<file path="src/rtl/mem_burst_master.sv">
// mem_burst_master: sequences 32-bit word requests as byte bursts on the exmemory port.
// Reads are assembled little-endian and returned with a one-cycle rsp_valid pulse.
module mem_burst_master #(
    parameter int AW     = 8,
    parameter int BEATS  = 4,
    parameter int RD_LAT = 0
) (
    input  logic              clk,
    input  logic              reset,
    input  logic              req_valid,
    output logic              req_ready,
    input  logic              req_write,
    input  logic [AW-1:0]     req_addr,
    input  logic [8*BEATS-1:0] req_wdata,
    output logic              rsp_valid,
    output logic [8*BEATS-1:0] rsp_rdata,
    output logic              busy,
    output logic [AW-1:0]     mem_adr,
    output logic              mem_memwrite,
    output logic [7:0]        mem_writedata,
    input  logic [7:0]        mem_memdata
);
    localparam int W  = 8 * BEATS;
    localparam int CW = $clog2(BEATS + RD_LAT + 1);
    localparam logic [CW-1:0] ADR_END = CW'(BEATS - 1);
    localparam logic [CW-1:0] RD_END  = CW'(BEATS - 1 + RD_LAT);

    typedef enum logic [2:0] {IDLE, WRITE, READ, DRAIN, RESP} state_t;

    state_t         state_q;
    logic [CW-1:0]  cnt_q;
    logic [W-9:0]   wd_q;
    logic [W-9:0]   rd_q;
    logic           req_ready_q, rsp_valid_q, busy_q, memwrite_q;
    logic [W-1:0]   rsp_rdata_q;
    logic [AW-1:0]  adr_q;
    logic [7:0]     writedata_q;

    always_ff @(posedge clk) begin
        if (reset) begin
            state_q     <= IDLE;
            cnt_q       <= '0;
            wd_q        <= '0;
            rd_q        <= '0;
            req_ready_q <= 1'b1;
            rsp_valid_q <= 1'b0;
            busy_q      <= 1'b0;
            memwrite_q  <= 1'b0;
            rsp_rdata_q <= '0;
            adr_q       <= '0;
            writedata_q <= '0;
        end else begin
            case (state_q)
                IDLE: if (req_valid) begin
                    state_q     <= req_write ? WRITE : READ;
                    req_ready_q <= 1'b0;
                    busy_q      <= 1'b1;
                    cnt_q       <= '0;
                    adr_q       <= req_addr;
                    memwrite_q  <= req_write;
                    writedata_q <= req_write ? req_wdata[7:0] : writedata_q;
                    wd_q        <= req_wdata[W-1:8];
                end
                WRITE: if (cnt_q == ADR_END) begin
                    state_q     <= RESP;
                    memwrite_q  <= 1'b0;
                    rsp_valid_q <= 1'b1;
                end else begin
                    cnt_q       <= cnt_q + CW'(1);
                    adr_q       <= adr_q + AW'(1);
                    writedata_q <= wd_q[7:0];
                    wd_q        <= wd_q >> 8;
                end
                // Shift every cycle; only the last BEATS captures survive to RESP.
                READ, DRAIN: begin
                    rd_q <= {mem_memdata, rd_q[W-9:8]};
                    if (cnt_q == RD_END) begin
                        state_q     <= RESP;
                        rsp_valid_q <= 1'b1;
                        rsp_rdata_q <= {mem_memdata, rd_q};
                    end else begin
                        cnt_q   <= cnt_q + CW'(1);
                        adr_q   <= (cnt_q < ADR_END) ? adr_q + AW'(1) : adr_q;
                        state_q <= (cnt_q < ADR_END) ? READ : DRAIN;
                    end
                end
                RESP: begin
                    state_q     <= IDLE;
                    rsp_valid_q <= 1'b0;
                    busy_q      <= 1'b0;
                    req_ready_q <= 1'b1;
                end
                default: state_q <= IDLE;
            endcase
        end
    end

    assign req_ready     = req_ready_q;
    assign rsp_valid     = rsp_valid_q;
    assign rsp_rdata     = rsp_rdata_q;
    assign busy          = busy_q;
    assign mem_adr       = adr_q;
    assign mem_memwrite  = memwrite_q;
    assign mem_writedata = writedata_q;
endmodule

</file>
<file path="config.mk">
export PLATFORM = sky130hd
export DESIGN_NAME = mem_burst_master
export DESIGN_NICKNAME = d
export VERILOG_FILES = /design/src/rtl/mem_burst_master.sv
export SDC_FILE = /design/constraint.sdc
export NUM_CORES = 1
export LEC_CHECK = 0
export ABC_AREA = 1
export BUFFER_PORTS_ARGS = -buffer_cell sky130_fd_sc_hd__buf_2
export CAP_MARGIN = 10
export CORE_MARGIN = 5
export CORE_UTILIZATION = 53
export DETAILED_ROUTE_END_ITERATION = 10
export PLACE_DENSITY = 0.79
export SLEW_MARGIN = 20
export SYNTH_ARGS = -nofsm -noshare
export SYNTH_HDL_FRONTEND = slang
export SYNTH_SLANG_ARGS = --single-unit
</file>
<file path="constraint.sdc">
create_clock -name clk -period 1.65 [get_ports clk]
set_clock_uncertainty 0.05 [all_clocks]
set_input_delay 0.0825 -clock clk [delete_from_list [all_inputs] [get_ports clk]]
set_output_delay 0.0825 -clock clk [all_outputs]
set_load 0.01 [all_outputs]
</file>
After elaboration in Yosys (flattened, before gate mapping)
Cells that the tools add are included.

$add $sub $neg: 2. Order comparisons: 1. Equality and inequality tests: 13. Muxes and demuxes: 30. Reductions and logical operators: 17.

Operators by type and width (number): two-way mux 8 bit (7); two-way mux 24 bit (2); one-hot mux 24 bit (2 select lines) (1); one-hot mux 8 bit (3 select lines) (1); one-hot mux 8 bit (2 select lines) (1); two-way mux 3 bit (5); != test 2 bit (second input constant) (7); equality test 3 x 2 -> 1 bit (second input constant) (3); one-hot mux 3 bit (3 select lines) (1); AND reduction 3 bit (3); adder 8 x 1 -> 8 bit (second input constant) (1); one-hot mux 1 bit (2 select lines) (4); AND reduction 2 bit (4); nonzero test 2 bit (4); two-way mux 1 bit (6); one-hot mux 3 bit (2 select lines) (1); AND reduction 5 bit (1); AND reduction 4 bit (1); adder 3 x 1 -> 3 bit (second input constant) (1); equality test 3 x 1 -> 1 bit (second input constant) (1); equality test 3 bit (second input constant) (1); zero test 3 bit (1); less-than comparator 3 x 2 -> 1 bit (second input constant) (1); nonzero test 3 bit (1); other kinds (4) (4).

Register bits after elaboration: 106. Input port bits: 52. Output and inout port bits: 52. Logic and storage cells: 74.

Depth between registers and ports, before layout
Depth in word-level cells: 4. Depth in mapped cells: 10. Gate-level depth less buffers: 10.

Worst setup path before layout
Ideal clock, no wire load.

Path kind: reg2reg. Start point: reg cnt_q[0]. End point: reg adr_q[2] (netlist: mem_adr[2]). Library setup time: 0.070 ns. Arrival: 1.403 ns. Slack: 0.127 ns. Cell stages (with the launch flop): 10. Path through: dfxtp_1 -> ha_1 -> ha_1 -> inv_1 -> nand3_1 -> nand2_2 -> nand2_2 -> inv_2 -> o21ai_0 -> a21oi_1.

Longest elaborated chain between the ends: 3. Elaborated cells on any way between the ends: 6. Classes of those cells: order compare: 1; eq/ne: 4; reduce/logical: 1.

RTL lines: start, declared (line 31) `logic [CW-1:0] cnt_q;`; start signal, assigned (line 69) `cnt_q <= cnt_q + CW'(1);`; start signal, assigned (line 82) `cnt_q <= cnt_q + CW'(1);`; less-than comparator 3 x 2 -> 1 bit or equality test 3 x 2 -> 1 bit (tied branches) (line 83, 64, 77); != test 2 bit (no source line); AND reduction 5 bit (no source line) (*); end signal, assigned (line 59) `adr_q <= req_addr;`; end signal, assigned (line 70) `adr_q <= adr_q + AW'(1);`; end signal, assigned (line 83) `adr_q <= (cnt_q < ADR_END) ? adr_q + AW'(1) : adr_q;`; end, declared (line 36) `logic [AW-1:0] adr_q;`.

Mark *: on every way between the ends. The rest lies on a longest branch, timed or not. A chain may end at the register's enable or synchronous reset.

Worst setup path in the final report
Same ends and word-level chain as after synthesis.

==> qor.json <==
{
  "power_and_ir_drop": {
    "total_power_uw": 6650,
    "vdd.ir_drop.worst_mv": 0.568,
    "power_density_mw_per_mm2": 1190,
    "p_leak_uw": 0.00274
  },
  "global_routing": {
    "antenna_violations_before_repair": 0,
    "largest_net_degree_at_the_start_of_global_routing": 71,
    "overflow": 0,
    "grtUsageTotal_pct": 20.8,
    "first_global_vias": 4113,
    "first_pass_grt_wire_length_microns": 17700
  },
  "yosys": {
    "postSynth.topFlopCell": "dfxtp_1",
    "synthDominantAreaCellType": "dfxtp_1",
    "ys_warn_count": 0,
    "synth_top_area_share_pct": 47.9,
    "number_of_cells_produced_by_synthesis": 645,
    "synth_enable_flop_cells": 0,
    "mappedNetlistArea_sq_mm": 0.00443,
    "syn-mean-instance-area_sq_um": 6.86,
    "yosys_cell_types": 25,
    "postSynthRegisterBits": 106,
    "async_reset_ff_share_pct": 0,
    "synth_fp_nets": 700,
    "synth_seq_area_share_pct": 47.9,
    "synthTopCellsByArea": "dfxtp_1 48%, nand2_1 15%, nor2_1 13%"
  },
  "setup_path": {
    "reg2reg_setup_slack_ns": 0.12,
    "critPathLaunchType": "flop",
    "critical_path_class": "reg2reg",
    "timing.critical_path.required_ns": 1.89,
    "cp_data_arrival_time_ns": 1.77,
    "cp_max_fo": 9,
    "cp-end-kind": "flop"
  },
  "route": {
    "route.vias.total": 4386,
    "avgRoutedWirePerCell_microns": 12.1,
    "drc": 0,
    "antenna_violating_nets_post_route": 0,
    "detailedRoute.firstPassIterationCount": 5,
    "detail_route.wirelength_microns": 10700,
    "drt-vias-per-instance": 4.99,
    "first_iter_violations": 217
  },
  "layout": {
    "syn_to_final_growth_pct": 26.2,
    "layout.cells.non_filler": 879,
    "fin_nets": 824,
    "post_route_cells_drive_above_1_share_pct": 20.0,
    "design_area_sq_mm": 0.00559,
    "insertedDiodeCount": 0
  },
  "floorplan": {
    "rows": 33,
    "die_area_sq_mm": 0.0103,
    "floorplan.io_pins": 104,
    "initial_utilization_pct": 54.1,
    "core-area_sq_mm": 0.00818,
    "die_y_microns": 101,
    "floorplan.die.width_microns": 101
  },
  "sta": {
    "layout_min_cycle_time_ns": 1.53,
    "hold_ws_ns": 0.0145,
    "max_freq_mhz": 654,
    "timing.final.hold_violations": 0,
    "unrepaired_setup_endpoints_after_global_routing": "no",
    "drv_slew": 0,
    "timing.final.crit_share_pct": 92.6,
    "post-route-worst-setup-slack_ns": 0.122,
    "max-slew-margin-rel_pct": 71.6,
    "worst_pin_slew_ns": 0.425,
    "setup_viol_count_final": 0
  },
  "flow_run": {
    "drv.max_cap_violation_count": 0
  },
  "placed_design": {
    "post-place-cells": 832,
    "dp.final_hpwl_microns": 6910,
    "placer_congestion": 0.819,
    "placement.cell_area_sq_mm": 0.00502,
    "port_buffers": 103,
    "pre_cts_ws_ns": -0.0292
  },
  "clock_network": {
    "cts_num_sinks": 106,
    "tritoncts": "yes",
    "numCtsBuffers": 9,
    "cts_max_path_buffers": 2,
    "clkLatencyLatePin_ns": 0.37,
    "clkTransAtPathRegs_ns": 0.10,
    "clock_tree.root_cell": "clkbuf_8",
    "htree_num_levels": 3
  },
  "min_path": {
    "timing.hold.worst.class": "in2reg"
  },
  "run_status": {
    "status": "completed"
  }
}
[final cells by class]
cell class | instances | area (sq um)
clock buffer | 9 | 124
tap | 105 | 131
inverter | 39 | 158
fill | 706 | 2590
clock inverter | 7 | 72.6
sequential | 106 | 2130
multi-input combinational | 468 | 2040
timing repair buffer | 145 | 932
[per-layer routing]
metal	share of wire (%)	wire [microns]	vias up	GRT usage [%]
li1	-	-	2274	-
met1	44	4640	1973	24.9
met2	49	5260	121	37.5
met3	5.3	563	18	3.93
met4	1.9	201	0	6.75
met5	0	0	-	0
[Yosys cell counts (all sizes together) (3+ instances only)]
cell and n:
nand2 184, nor2 156, dfxtp 106, o21ai 81
inv 39, a21oi 25, clkbuf 18, buf 14
nand3 11, ha 3, o22ai 3
[worst max-delay path, cell delays in order, from the launching register on]
cell	delay, ns
dfxtp_4	0.36
ha_2	0.20
ha_4	0.18
inv_2	0.07
nand3_2	0.07
nand2_2	0.11
nand2_4	0.10
inv_4	0.09
o21ai_0	0.08
a21oi_1	0.15
[through the flow]
stage                     setup TNS (ns)  util, %
final                                  0     68.4
after global routing                   0     68.4
after CTS                              0     67.8
after detailed placement         -0.0397     61.4
after global placement                 0     61.4
after floorplan                        0        -
[sequential cells by signal, summed over array words and instances, names as in the netlist]
register / cells
req_ready: 1
rd_q: 24
state_q: 3
mem_memwrite: 1
wd_q: 24
rsp_valid: 1
busy: 1
mem_writedata: 8
cnt_q: 3
mem_adr: 8
rsp_rdata: 32
[power breakdown]
part | switching, uW | internal [uW] | total [uW]
registers | 228 | 2930 | 3150
clock network | 968 | 594 | 1560
logic | 1190 | 745 | 1930
total | 2380 | 4260 | 6650
[kinds of logic (layout without fill, tap and decap cells)]
| family | count (synthesis) | after routing | synth area share (%) |
|---|---|---|---|
| AOI/OAI and AO/OA | 111 | 111 | 12.7 |
| and+or+nand+nor | 354 | 354 | 31.7 |
| buffers and inverters | 71 | 200 | 6.76 |
| adders and majority gates | 3 | 3 | 0.848 |
| DFF | 106 | 106 | 47.9 |
[repair_timing]
item                                   in CTS  in global routing
pin swaps                                   0                  1
buffers inserted                            0                  0
gates resized for setup                     3                 18
setup endpoints to repair                   4                 46
hold buffers                               31                  0
endpoints found under the hold margin      41                  0
[layout by cell type (no fill, tap or decap), types with 7 or more instances in the layout]
master	count
dfxtp_1	104
nor2_1	154
inv_1	30
a21oi_1	25
dlygate4sd3_1	31
buf_2	103
o21ai_0	78
nand2_1	179
clkbuf_8	9
nand3_1	7
buf_4	8
[final timing paths]
path         cells past startpoint    endpoint          start
min reg2reg                      2   req_ready      req_ready
max reg2reg                      9  mem_adr[2]       cnt_q[0]
max                              9  mem_adr[2]       cnt_q[0]
min                              5     wd_q[6]  req_wdata[14]
(Power assumes the default switching activity.)
